## src/rtl/fetch_decode_pkg.sv

```systemverilog
// Shared definitions for the fetch/decode front end: widths, instruction field
// positions, encoding constants, opcode mnemonics and FSM states.
package fetch_decode_pkg;

    localparam int PC_W_DEF   = 10;
    localparam int INSTR_W    = 9;
    localparam int OP_W       = 5;
    localparam int FIELD_W    = 6;

    localparam int TYPE_MSB   = 8;
    localparam int TYPE_LSB   = 7;
    localparam int FUNCT4_MSB = 6;
    localparam int FUNCT4_LSB = 3;
    localparam int SUBOP_MSB  = 6;
    localparam int SUBOP_LSB  = 5;
    localparam int IV_OP_BIT  = 6;

    localparam logic [1:0] typeI   = 2'b00;
    localparam logic [1:0] typeII  = 2'b01;
    localparam logic [1:0] typeIII = 2'b10;
    localparam logic [1:0] typeIV  = 2'b11;

    localparam logic [3:0] iAdd   = 4'd0;
    localparam logic [3:0] iMover = 4'd1;
    localparam logic [3:0] iMovea = 4'd2;
    localparam logic [3:0] iRxor  = 4'd3;
    localparam logic [3:0] iLut   = 4'd4;
    localparam logic [3:0] iXor   = 4'd5;
    localparam logic [3:0] iAnd   = 4'd6;
    localparam logic [3:0] iLoad  = 4'd7;
    localparam logic [3:0] iStore = 4'd8;
    localparam logic [3:0] iHalt  = 4'd9;

    localparam logic [1:0] iiBeq   = 2'b00;
    localparam logic [1:0] iiBlt   = 2'b01;
    localparam logic [1:0] iiiAndi = 2'b00;
    localparam logic [1:0] iiiAddi = 2'b01;
    localparam logic [1:0] iiiSub  = 2'b10;
    localparam logic [1:0] iiiJump = 2'b11;
    localparam logic       ivLsr   = 1'b0;
    localparam logic       ivRsr   = 1'b1;

    typedef enum logic [OP_W-1:0] {
        LSR   = 5'd0,
        RSR   = 5'd1,
        ADD   = 5'd2,
        MOVER = 5'd3,
        MOVEA = 5'd4,
        RXOR  = 5'd5,
        LUT   = 5'd6,
        XOR   = 5'd7,
        AND   = 5'd8,
        LOAD  = 5'd9,
        STORE = 5'd10,
        HALT  = 5'd11,
        BEQ   = 5'd12,
        BLT   = 5'd13,
        ANDI  = 5'd14,
        ADDI  = 5'd15,
        SUB   = 5'd16,
        JUMP  = 5'd17
    } op_mne_e;

    typedef enum logic [2:0] {
        IDLE   = 3'd0,
        FETCH  = 3'd1,
        WAIT   = 3'd2,
        ISSUE  = 3'd3,
        HALTED = 3'd4
    } fd_state_e;

endpackage

```

## src/rtl/fetch_decode_decoder.sv

```systemverilog
// Combinational instruction decoder: 9-bit word -> mnemonic, zero-extended
// operand field and an illegal-encoding flag (illegal words map to HALT).
module instr_decoder
    import fetch_decode_pkg::*;
(
    input  logic [INSTR_W-1:0] instr,
    output op_mne_e            opMne,
    output logic [FIELD_W-1:0] field,
    output logic               illegal
);

    // Type-directed decode of opcode and operand field
    always_comb begin
        opMne   = HALT;
        field   = {FIELD_W{1'b0}};
        illegal = 1'b0;
        case (instr[TYPE_MSB:TYPE_LSB])
            typeI: begin
                field = {3'b000, instr[2:0]};
                case (instr[FUNCT4_MSB:FUNCT4_LSB])
                    iAdd:    opMne = ADD;
                    iMover:  opMne = MOVER;
                    iMovea:  opMne = MOVEA;
                    iRxor:   opMne = RXOR;
                    iLut:    opMne = LUT;
                    iXor:    opMne = XOR;
                    iAnd:    opMne = AND;
                    iLoad:   opMne = LOAD;
                    iStore:  opMne = STORE;
                    iHalt:   opMne = HALT;
                    default: begin
                        opMne   = HALT;
                        illegal = 1'b1;
                    end
                endcase
            end
            typeII: begin
                field = {1'b0, instr[4:0]};
                case (instr[SUBOP_MSB:SUBOP_LSB])
                    iiBeq:   opMne = BEQ;
                    iiBlt:   opMne = BLT;
                    default: begin
                        opMne   = HALT;
                        illegal = 1'b1;
                    end
                endcase
            end
            typeIII: begin
                field = {1'b0, instr[4:0]};
                case (instr[SUBOP_MSB:SUBOP_LSB])
                    iiiAndi: opMne = ANDI;
                    iiiAddi: opMne = ADDI;
                    iiiSub:  opMne = SUB;
                    iiiJump: opMne = JUMP;
                    default: opMne = HALT;
                endcase
            end
            typeIV: begin
                field = instr[5:0];
                if (instr[IV_OP_BIT] == ivRsr) begin
                    opMne = RSR;
                end else begin
                    opMne = LSR;
                end
            end
            default: begin
                opMne   = HALT;
                illegal = 1'b1;
            end
        endcase
    end

endmodule

```

## src/rtl/fetch_decode.sv

```systemverilog
// Fetch/decode front end: owns the PC, reads a 1-cycle-latency ROM, issues decoded ops
// over valid/ready. Optional macro FETCH_DECODE_ILLEGAL_TRAP_EN traps illegal encodings.
module fetch_decode
    import fetch_decode_pkg::*;
#(
    parameter int PC_W = PC_W_DEF
) (
    input  logic               Clk,
    input  logic               Reset_n,
    input  logic               Start,
    input  logic [PC_W-1:0]    StartAddr,
    output logic               IMemRdEn,
    output logic [PC_W-1:0]    IMemAddr,
    input  logic [INSTR_W-1:0] IMemData,
    output logic               OpValid,
    input  logic               OpReady,
    output op_mne_e            Op,
    output logic [FIELD_W-1:0] Field,
    output logic [PC_W-1:0]    OpPC,
    input  logic               BranchTaken,
    input  logic [PC_W-1:0]    BranchTarget,
    output logic               Halted,
    output logic               Illegal
);

    fd_state_e          state_r, nextState_s;
    logic [PC_W-1:0]    pc_r, nextPc_s, opPc_r, nextOpPc_s;
    logic               opValid_r, nextOpValid_s;
    logic               halted_r, nextHalted_s, illegal_r, nextIllegal_s;
    op_mne_e            op_r, nextOp_s, decOp_s;
    logic [FIELD_W-1:0] field_r, nextField_s, decField_s;
    logic               decIllegal_s, trap_s, rdEn_s;

    instr_decoder uDecoder (
        .instr   (IMemData),
        .opMne   (decOp_s),
        .field   (decField_s),
        .illegal (decIllegal_s)
    );

`ifdef FETCH_DECODE_ILLEGAL_TRAP_EN
    assign trap_s = decIllegal_s;
`else
    assign trap_s = decIllegal_s & 1'b0;
`endif

    // Next-state, next-register and ROM-strobe logic; Start beats redirect, redirect beats handshake
    always_comb begin
        nextState_s   = state_r;
        nextPc_s      = pc_r;
        nextOpValid_s = opValid_r;
        nextOp_s      = op_r;
        nextField_s   = field_r;
        nextOpPc_s    = opPc_r;
        nextHalted_s  = halted_r;
        nextIllegal_s = illegal_r;
        rdEn_s        = 1'b0;
        if (Start) begin
            nextState_s   = FETCH;
            nextPc_s      = StartAddr;
            nextOpValid_s = 1'b0;
            nextHalted_s  = 1'b0;
            nextIllegal_s = 1'b0;
            rdEn_s        = (state_r == FETCH);
        end else begin
            case (state_r)
                IDLE: nextState_s = IDLE;
                FETCH: begin
                    // the read still goes out; a redirect just ignores its data
                    rdEn_s = 1'b1;
                    if (BranchTaken) begin
                        nextPc_s    = BranchTarget;
                        nextState_s = FETCH;
                    end else begin
                        nextState_s = WAIT;
                    end
                end
                WAIT: begin
                    if (BranchTaken) begin
                        nextPc_s    = BranchTarget;
                        nextState_s = FETCH;
                    end else if (trap_s) begin
                        nextOpPc_s    = pc_r;
                        nextHalted_s  = 1'b1;
                        nextIllegal_s = 1'b1;
                        nextState_s   = HALTED;
                    end else begin
                        nextOp_s      = decOp_s;
                        nextField_s   = decField_s;
                        nextOpPc_s    = pc_r;
                        nextOpValid_s = 1'b1;
                        nextPc_s      = pc_r + {{(PC_W-1){1'b0}}, 1'b1};
                        nextState_s   = ISSUE;
                    end
                end
                ISSUE: begin
                    if (BranchTaken) begin
                        nextOpValid_s = 1'b0;
                        nextPc_s      = BranchTarget;
                        nextState_s   = FETCH;
                    end else if (OpReady && (op_r == HALT)) begin
                        nextOpValid_s = 1'b0;
                        nextHalted_s  = 1'b1;
                        nextState_s   = HALTED;
                    end else if (OpReady) begin
                        nextOpValid_s = 1'b0;
                        rdEn_s        = 1'b1;
                        nextState_s   = WAIT;
                    end else begin
                        nextState_s = ISSUE;
                    end
                end
                HALTED:  nextState_s = HALTED;
                default: nextState_s = IDLE;
            endcase
        end
    end

    // State, PC and issued-op registers
    always_ff @(posedge Clk or negedge Reset_n) begin
        if (!Reset_n) begin
            state_r   <= IDLE;
            pc_r      <= {PC_W{1'b0}};
            opValid_r <= 1'b0;
            op_r      <= LSR;
            field_r   <= {FIELD_W{1'b0}};
            opPc_r    <= {PC_W{1'b0}};
            halted_r  <= 1'b0;
            illegal_r <= 1'b0;
        end else begin
            state_r   <= nextState_s;
            pc_r      <= nextPc_s;
            opValid_r <= nextOpValid_s;
            op_r      <= nextOp_s;
            field_r   <= nextField_s;
            opPc_r    <= nextOpPc_s;
            halted_r  <= nextHalted_s;
            illegal_r <= nextIllegal_s;
        end
    end

    assign IMemRdEn = rdEn_s;
    assign IMemAddr = pc_r;
    assign OpValid  = opValid_r;
    assign Op       = op_r;
    assign Field    = field_r;
    assign OpPC     = opPc_r;
    assign Halted   = halted_r;
    assign Illegal  = illegal_r;

endmodule

```

## config.mk

```make
export PLATFORM = sky130hd
export DESIGN_NAME = fetch_decode
export DESIGN_NICKNAME = d
export VERILOG_FILES = /design/src/rtl/fetch_decode_pkg.sv /design/src/rtl/fetch_decode_decoder.sv /design/src/rtl/fetch_decode.sv
export SDC_FILE = /design/constraint.sdc
export NUM_CORES = 1
export LEC_CHECK = 0
export BUFFER_PORTS_ARGS = -buffer_cell sky130_fd_sc_hd__buf_2
export CORE_MARGIN = 4
export CORE_UTILIZATION = 25
export CTS_CLUSTER_SIZE = 30
export DETAILED_ROUTE_END_ITERATION = 8
export PLACE_DENSITY_LB_ADDON = 0.15
export SYNTH_ARGS = -nofsm -noshare
export SYNTH_HDL_FRONTEND = slang
export SYNTH_HIERARCHICAL = 1
export SYNTH_SLANG_ARGS = --single-unit
export TNS_END_PERCENT = 20
```

## constraint.sdc

```tcl
create_clock -name Clk -period 4.8 [get_ports Clk]
set_clock_uncertainty 0.1 [all_clocks]
set_input_delay 0.24 -clock Clk [delete_from_list [all_inputs] [get_ports Clk]]
set_output_delay 0.24 -clock Clk [all_outputs]
set_load 0.02 [all_outputs]
```

# Word-level counts from Yosys, hierarchy flattened
# Index checks and enable logic that the tools add are counted.
[word_totals]
register_bits = 36
in_bits = 34
output_inout_bits = 35
elab_cells = 79
[op_classes]
add_sub_neg = 1
n_eq_ne = 23
n_mux = 32
n_bitwise = 2
n_reduce_logical = 14
[op_table]
columns = ["operator", "count"]
rows = [
  ["$pmux 5 s4", 2],
  ["$pmux 4 s9", 1],
  ["$mux 10", 3],
  ["$pmux 10 s2", 1],
  ["$pmux 6 s3", 1],
  ["$eq 4x3->1 const B", 4],
  ["$mux 1", 15],
  ["$pmux 3 s4", 1],
  ["$add 10x1->10 const B", 1],
  ["$mux 3", 3],
  ["$reduce_and 3->1", 3],
  ["$eq 2x2->1 const B", 4],
  ["$eq 4x2->1 const B", 2],
  ["$eq 3x2->1 const B", 2],
  ["$pmux 3 s2", 1],
  ["$reduce_bool 3->1", 2],
  ["$eq 5x4->1 const B", 1],
  ["$ne 5x5->1 const B", 1],
  ["$eq 2x1->1 const B", 2],
  ["$eq 4x1->1 const B", 1],
  ["$eq 4x4->1 const B", 1],
  ["$logic_not 2->1", 2],
  ["$logic_not 4->1", 1],
  ["$mux 2", 2],
  ["other kinds (11)", 15],
]

# Depth between registers and ports, before layout
# Gate-level depths: netlist of run 1.
[depth]
word_depth = 6
depth_mapped = 6
ltp_nobuf = 6

# By module
# Netlist of run 1, hierarchy kept.
[modules_own_cells]
columns = ["module", "n_inst", "cells_each", "area_per_inst_um2", "seq_area_each_um2"]
rows = [
  ["fetch_decode", 1, 173, 1824.2, 900.9],
  ["instr_decoder", 1, 35, 231.5, 0.0],
]

# Worst setup path before layout of run 1
# No wires, ideal clock.
[synth_timing]
kind = "register -> output"
start = "reg op_r[4], in the netlist Op[4]"
end = "out IMemRdEn"
arrival_ns = 1.350
t_required_ns = 4.460
setup_slack_ns = 3.110
path_stages_with_launch = 5
path_buffers = 0
cell_sequence = "dfrtp_1 > and4bb_2 > nand2_1 > nand3_1 > a21boi_0"
[synth_via]
elab_chain_len = 6
[synth_rtl]
columns = ["item", "line_no", "rtl"]
rows = [
  ["from (decl)", "fetch_decode.sv:30", "op_mne_e op_r, nextOp_s, decOp_s;"],
  ["from (signal assigned)", "fetch_decode.sv:134", "op_r <= nextOp_s;"],
  ["$eq 5x4->1", "fetch_decode.sv:101", "end else if (OpReady && (op_r == HALT)) begin"],
  ["$logic_and 1x1->1", "fetch_decode.sv:101", ""],
  ["$mux 1", "fetch_decode.sv:101", ""],
  ["$mux 1", "fetch_decode.sv:97", "if (BranchTaken) begin"],
  ["$pmux 1 s2", "fetch_decode.sv:66", "case (state_r)"],
  ["$mux 1", "fetch_decode.sv:58", "if (Start) begin"],
  ["to (decl)", "fetch_decode.sv:12", "output logic IMemRdEn,"],
]
# No other way between the ends.

# Worst setup path after layout of run 1
[layout_timing]
start = "reg state_r[2]"
end = "reg opPc_r[1], in the netlist OpPC[1]"
[layout_via]
elab_chain_len = 2
[layout_rtl]
columns = ["item", "line_no", "rtl"]
rows = [
  ["from (decl)", "fetch_decode.sv:26", "fd_state_e state_r, nextState_s;"],
  ["from (signal assigned)", "fetch_decode.sv:131", "state_r <= nextState_s;"],
  ["$eq 3x2->1", "fetch_decode.sv:66", ""],
  ["$reduce_and 3->1 (no source line)", "--", ""],
  ["to (signal assigned)", "fetch_decode.sv:127", "opPc_r <= {PC_W{1'b0}};"],
  ["to (signal assigned)", "fetch_decode.sv:136", "opPc_r <= nextOpPc_s;"],
  ["to (decl)", "fetch_decode.sv:27", "logic [PC_W-1:0] pc_r, nextPc_s, opPc_r, nextOpPc_s;"],
]
# No other way between the ends.
# A chain may end at the register's enable or synchronous reset.

==> metrics, run 1 <==
CTS tree done; fmax 532 MHz; Clk pin slew, worst setup/hold paths 0.08 ns; Post-Syn Area per Cell 9.96 um^2; residual DRC count 0; CTS max path bufs 2; Clk Latency, worst-skew pair between 0.2 and 0.3 ns; RePlAce Congestion 0.783; area of the mapped netlist 2040 um^2; unrepaired setup endpoints after global routing false; Worst-Margin Slew approximately 0.84 ns; WL per Instance 14.8 um; GR Util All Layers 11.8%; initial antenna violation count 0; CP endpoint kind register; starting density of the core 26.0%; Final Max Slew Viols 0; Area Growth Syn to Fin 24.6%; power per cell area 352 nW/um^2; Min Hold Slack just over 0.05 ns; Crit Path Class reg -> reg; most frequent cells in the layout 67 x buf_2, 36 x dfrtp_1, 20 x mux2_2; Nets 308; fraction of layout cells with a size suffix above 1 37.8%; via/cell ratio 4.66; Detail Placement HPWL 4110 um; GRT overflow 0; crit-path max FO 24; first-pass GRT wire length 9120 um; Starting DRT DRC Count 65; Fillers 876; max_cap viols 0; PortBufs 67; outcome finished, final reports clean; DRT Pass-1 Iters 4; largest net degree at the start of global routing 37; Final Hold Vio Count 0; via count 1,735; setup TNS 0 ns; DP Cell Count 363; vias in the first global route ~1,800; min-delay worst type in -> reg; full die area 9680 um^2; cell count after synthesis 205; DIE WIDTH 98.4 um; core area around 8000 um^2; crit path time final 1.88 ns; Post-Route WL 5520 um; critical path arrival 1.96 ns; post-synth net total 244; clk sinks 36; Ys Warns 6; Slew HR 44.0%; clock root cell clkbuf_8; leakage power 1.25 nW; most common cell after layout, fill and taps aside buf_2; Worst Path Required 4.88 ns; H-tree levels 2; final setup violation count 0; IO Count 69; TritonCTS Buffers 5; ANT nets after route 0; crit path launch type register; die height a little under 100 um; post-route clock period utilization 39.2%; Rows 32; final non-filler cell total 372; Inserted Diodes 0; maximum VDD drop around 0.00010 V; Post-CTS Setup Bufs 0
==> metrics by stage <==
| step | setup slack (ns) | power, mW | cell area, um^2 | utilization, % |
|---|---|---|---|---|
| detailed placement | 2.82 | 0.634 | 2420 | 30.9 |
| CTS | 2.88 | 0.910 | 2540 | 32.4 |
| global route | 2.78 | 0.943 | 2540 | 32.4 |
| finish | 2.92 | 0.895 | 2540 | 32.4 |
| floorplan | 3.11 | 0.538 | 2040 | - |
| global placement | 2.86 | 0.632 | 2420 | 30.9 |
==> routing by layer <==
layer | routed length (um) | track usage (%) | vias up
li1 | - | - | 859
met4 | 90 | 4.52 | 0
met1 | 2530 | 15.0 | 835
met3 | 242 | 3.14 | 6
met2 | 2660 | 19.0 | 35
met5 | 0 | 0 | -
==> repair_timing <==
action,in CTS,in global routing
resized for setup,0,0
hold buffers,1,0
setup endpoints to repair,0,0
hold endpoints to repair,36,0
==> critical path, cell delays in order, from the launching register on <==
cell and delay (ns):
dfrtp_1 0.48, nand2b_1 0.20, nor2_1 0.17, nand2_2 0.39, mux2_2 0.42
==> registers in the layout, indices dropped and copies added, names as in the netlist <==
signal and cells:
state_r 3, Op 5, OpValid 1, Halted 1, Field 6, OpPC 10, IMemAddr 10
==> report_power, final <==
| part | switching (mW) | leakage (nW) | internal (mW) |
|---|---|---|---|
| registers | 0.0403 | 0.464 | 0.350 |
| logic | 0.137 | 0.727 | 0.0956 |
| clock network | 0.118 | 0.0541 | 0.154 |
| total | 0.295 | 1.25 | 0.599 |
==> path summary, 6_finish.rpt <==
path                                                end  cells after the start            startpoint  slack, ns
min in group asynchronous          Field[4]$_DFFE_PN0P_                      2               Reset_n       0.49
worst min register to register      OpPC[4]$_DFFE_PN0P_                      2   OpPC[4]$_DFFE_PN0P_       0.39
worst min-delay path            IMemAddr[4]$_DFFE_PN0P_                      2          StartAddr[4]       0.05
worst max-delay path                OpPC[1]$_DFFE_PN0P_                      4  state_r[2]$_DFF_PN0_       2.92
worst max register to register      OpPC[1]$_DFFE_PN0P_                      4  state_r[2]$_DFF_PN0_       2.92
max in group asynchronous           OpPC[9]$_DFFE_PN0P_                      2               Reset_n       3.59
==> cell type report <==
cell class                 instances  area (um^2)  share of cell area [%]
tap                              102          128                    5.02
clock inverter                     3         42.5                    1.67
multi-input combinational        149         1020                    40.3
timing repair buffer              68          345                    13.6
sequential                        36          901                    35.4
inverter                           9         33.8                    1.33
clock buffer                       5         68.8                    2.71
Power figures use the tool's default switching activity.
==> run 2, diff against run 1 <==
- ABC_AREA: not set -> 1
- clock period: 4.8 -> 1.7 ns (I/O delays scaled with it)
==> metrics, run 2 <==
outcome finished, final reports clean; vias in the first global route 1,964 (+9.2%); worst hold start BranchTarget[5]; crit-path max FO 7 (-71%); first-pass GRT wire length 9580 um (+5.0%); Inserted Diodes 0 (unchanged); Final Hold Vio Count 0 (unchanged); Pwr Total 2.96 mW (+230%); fmax roughly 610 MHz; Nets 416 (+35%); clock root cell clkbuf_8; leakage power 1.58 nW (+27%); H-tree levels 2 (unchanged); Starting DRT DRC Count 63 (-3.1%); GR Util met2 18.3% (-0.64 points); final non-filler cell area 2870 um^2 (+13%); most common cell after layout, fill and taps aside nand2_1; met3 usage 2.18% (-0.96 points); GR Util All Layers 11.7% (-0.014 points); setup TNS 0 ns (unchanged); CP endpoint kind primary output; ANT nets after route 0 (unchanged); starting density of the core 25.5% (-0.50 points); core area 8680 um^2 (+11%); GRT overflow 0 (unchanged); RePlAce Congestion 0.818 (+4.5%); Clk Latency, worst-skew pair 0.29 ns (about the same); worst r2r src state_r[1]$_DFF_PN0_; Fillers 964 (+10%); via/cell ratio 4.26 (-8.7%); Worst Path Required 1.51 ns (-3.37 ns); Clk pin slew, worst setup/hold paths 0.08 ns (about the same); Rows 34 (+6.3%); crit path launch type register; critical path arrival 1.44 ns (-0.52 ns); area of the mapped netlist 2210 um^2 (+8.5%); min-delay worst type in -> reg; grt peak-use layer met2; max_cap viols 0 (unchanged); IO Count 69 (unchanged); Post-Route WL 6000 um (+8.7%); full die area 10,400 um^2 (+7.8%); power per cell area 1030 nW/um^2 (+190%); residual DRC count 0 (unchanged); post-synth net total 340 (+39%); met1 usage 16.1% (+1.1 points); TritonCTS Buffers 5 (unchanged); Post-Syn Area per Cell 7.36 um^2 (-26%); initial antenna violation count 0 (unchanged); most frequent cells in the layout 94 x nand2_1, 67 x buf_2, 35 x dfrtp_1; CTS tree done; die height 102 um (+3.8%); fin util 33.0% (+0.62 points); PortBufs 67 (unchanged); clk sinks 36 (unchanged); Min Hold Slack 0.00209 ns (-0.0490 ns); CTS max path bufs 2 (unchanged); Area Growth Syn to Fin 29.4%; DRT Pass-1 Iters 4 (unchanged); placed instance area 2650 um^2 (+9.3%); post-route clock period utilization between 90 and 100%; cell count after synthesis 301 (+47%); Ys Warns 6 (unchanged); via count 2,070 (+19%); crit path time final 1.63 ns; WL per Instance 12.3 um (-17%); Crit Path Class reg -> out; Final Max Slew Viols 0 (unchanged); DIE WIDTH 102 um (+3.8%); maximum VDD drop 0.000301 V (+190%); final setup violation count 0 (unchanged); Detail Placement HPWL 4510 um (+9.8%); crit path from state_r[2]$_DFF_PN0_; largest net degree at the start of global routing 37 (unchanged); fraction of layout cells with a size suffix above 1 29.4% (-8.4 points)
-- run 2: path summary, 6_finish.rpt --
kind / slack [ns] / endpoint / cells past startpoint
hold reg to reg: 0.38 / OpPC[4]$_DFFE_PN0P_ / 2
max in group asynchronous: 0.87 / state_r[1]$_DFF_PN0_ / 3
setup reg to reg: 0.15 / IMemAddr[9]$_DFFE_PN0P_ / 9
setup / recovery: 0.07 / IMemRdEn / 6
hold / removal: 0.002 / IMemAddr[5]$_DFFE_PN0P_ / 5
min in group asynchronous: 0.27 / OpPC[9]$_DFFE_PN0P_ / 3
-- run 2: where the power goes --
group | internal (mW) | switching (mW)
combinational | 0.365 | 0.630
clock | 0.434 | 0.342
sequential | 1.03 | 0.156
-- run 2: layout make-up --
type                       count  area [um^2]  area share [%]
clock buffer                   5         68.8            2.40
multi-input combinational    216         1090            37.9
inverter                      36          135            4.71
sequential                    36          902            31.5
tap                          108          135            4.71
clock inverter                 3         42.5            1.48
timing repair buffer          82          495            17.3
-- run 2: repair_timing --
action	CTS	global route
hold buffers	9	0
buffers inserted	0	1
endpoints found under the hold margin	44	0
resized for setup	2	2
setup endpoints to repair	1	3
-- run 2: critical path, cell delays in order, from the launching register on --
cell	delay, ns
dfrtp_1	0.39
inv_2	0.11
nand3_4	0.12
inv_2	0.10
nand4_1	0.10
o21ai_1	0.14
buf_2	0.18
-- run 2: stage by stage --
stage | worst slack [ns] | std cells
after floorplan | 0.202 | 301
after global placement | 0.145 | 468
after detailed placement | 0.115 | 468
after CTS | 0.0264 | 485
after global routing | -0.00197 | 486
final | 0.0732 | 486
-- run 2: metal layers --
| metal | routed length (um) | share of wire, % |
|---|---|---|
| met1 | 2930 | 49 |
| met2 | 2700 | 45 |
| met3 | 250 | 4.2 |
| met4 | 121 | 2.0 |
| met5 | 0 | 0 |
==> run 3, diff against run 2 <==
- ABC_AREA: 1 -> 0
- CORE_ASPECT_RATIO: not set -> 0.8
- TNS_END_PERCENT: 20 -> 1
==> metrics, run 3 (synthesis results as in run 1) <==
leakage power 1.40 nW (-11%); clock root cell clkbuf_8; Area Growth Syn to Fin 40.1%; ANT nets after route 0 (unchanged); Flop pwr share 40.8% (+0.7 points); die height 88.8 um (-13%); DP Cell Count 384 (-18%); Clk pin slew, worst setup/hold paths 0.08 ns (about the same); RePlAce Congestion 0.798 (-2.4%); Final Hold Vio Count 0 (unchanged); final non-filler cell area 2860 um^2 (-0.22%); crit-path max FO 3 (-4); Clk Latency, worst-skew pair 0.29 ns (about the same); power per cell area 921 nW/um^2 (-11%); Worst Path Required 1.51 ns (about the same); crit path launch type register; Inserted Diodes 0 (unchanged); maximum VDD drop 0.000317 V (+5.4%); critical path arrival 1.43 ns (about the same); clock power share 29.4% (+3.1 points); outcome finished, final reports clean; final setup violation count 0 (unchanged); CTS max path bufs 2 (unchanged); placed instance area 2570 um^2 (-3.1%); most frequent cells in the layout 66 x buf_2, 36 x dfrtp_1, 20 x mux2_2; Sw Ratio 33.0% (-5.2 points); IO Count 69 (unchanged); DIE WIDTH 109 um (+6.8%); design internal power 1.77 mW (-3.3%); GRT overflow 0 (unchanged); Rows 29 (-15%); full die area 9690 um^2 (-7.1%); NetSw 869 uW (-23%); worst setup margin 0.0835 ns (+0.0104 ns); GR Util All Layers 12.3% (+0.55 points); residual DRC count 0 (unchanged); Fillers 844 (-12%); fmax 619 MHz (+0.64%); logic gate share of total power 29.8% (-3.9 points); most common cell after layout, fill and taps aside buf_2; Crit Path Class reg -> out; post-route clock period utilization 95.1% (-0.61 points); Nets 338 (-19%); crit path time final 1.62 ns (-0.0104 ns); Detail Placement HPWL 4220 um (-6.4%); TritonCTS Buffers 5 (unchanged); Post-Route WL 5890 um (-1.7%); first-pass GRT wire length 9240 um (-3.5%); starting density of the core 25.7% (+0.18 points); core area 7950 um^2 (-8.4%); dpl ws 0.0158 ns (-0.0993 ns); setup TNS 0 ns (unchanged); fin util 36.0% (+3.0 points); register area 901 um^2 (-0.14%); max_cap viols 0 (unchanged); H-tree levels 2 (unchanged); CP endpoint kind primary output; Final Max Slew Viols 0 (unchanged); fraction of layout cells with a size suffix above 1 41.0% (+12 points); multi-input logic area 1050 um^2 (-3.6%); via/cell ratio 4.53 (+6.4%); clk sinks 36 (unchanged); largest net degree at the start of global routing 37 (unchanged); min-delay worst type in -> reg; DRT Pass-1 Iters 4 (unchanged); initial antenna violation count 0 (unchanged); vias in the first global route 1,814 (-7.6%); CTS tree done; Starting DRT DRC Count 70 (+11%); final non-filler cell total 408 (-16%); PortBufs 67 (unchanged); unrepaired setup endpoints after global routing false; WL per Instance 14.4 um (+17%); via count 1,849 (-11%)
==> run 3: cell types whose count changed in the layout (fill, tap and decap cells not counted), sizes merged, moves of 9 or more <==
cell,before,now
nand3,25,5
nand2,96,17
mux2,11,20
inv,35,9
buf,73,84
nor2,34,15
==> run 3: power by group through the flow <==
stage                     Sequential [mW]  Clock [mW]  Combinational [mW]
after floorplan                      1.26           0               0.261
after global placement               1.09           0               0.744
after detailed placement             1.09           0               0.742
after CTS                            1.08       0.800               0.770
after global routing                 1.10       0.846               0.860
final                                1.07       0.775               0.785
==> run 3: layout make-up <==
class | count | share of cell area, %
Clock inverter | 3 | 1.49
Tap cell | 108 | 4.72
Inverter | 9 | 1.18
Sequential cell | 36 | 31.5
Multi-Input combinational cell | 149 | 36.7
Clock buffer | 5 | 2.41
Timing Repair Buffer | 98 | 22.0
==> run 3: worst paths after layout <==
| check | start | to | slack, ns | cells past startpoint |
|---|---|---|---|---|
| setup / recovery | Op[1]$_DFFE_PN0P_ | IMemRdEn | 0.08 | 5 |
| hold / removal | StartAddr[7] | IMemAddr[7]$_DFFE_PN0P_ | 0.0002 | 3 |
| setup reg to reg | Op[4]$_DFFE_PN0P_ | state_r[2]$_DFF_PN0_ | 0.12 | 4 |
| hold reg to reg | OpPC[4]$_DFFE_PN0P_ | OpPC[4]$_DFFE_PN0P_ | 0.39 | 2 |
| max in group asynchronous | Reset_n | OpPC[0]$_DFFE_PN0P_ | 1.12 | 3 |
| min in group asynchronous | Reset_n | IMemAddr[7]$_DFFE_PN0P_ | 0.19 | 3 |
==> run 3: per-stage QoR <==
step,hold WS [ns],total power [mW]
after floorplan,-0.311,1.52
after global placement,-0.0320,1.84
after detailed placement,-0.0297,1.84
after CTS,0.00908,2.65
after global routing,0.00820,2.80
final,0.000153,2.64
==> run 3: worst max-delay path: stages (launching register included) <==
cell and delay, ns:
dfrtp_1 0.40, and4bb_2 0.26, nand2_1 0.07, nand3_1 0.10
a21boi_2 0.16, buf_4 0.16
==> run 3: what timing repair did <==
item	CTS	global route
endpoints found under the hold margin	47	0
buffers inserted	0	2
setup endpoints to repair	1	11
resized for setup	1	7
pin swaps	0	1
hold buffers	14	0
==> run 3: layer usage <==
layer | vias up | GRT usage [%] | share of wire [%]
met2 | 42 | 19.0 | 45
li1 | 923 | - | -
met5 | - | 0 | 0
met4 | 0 | 2.98 | 1.0
met1 | 877 | 17.8 | 51
met3 | 7 | 2.33 | 3.4
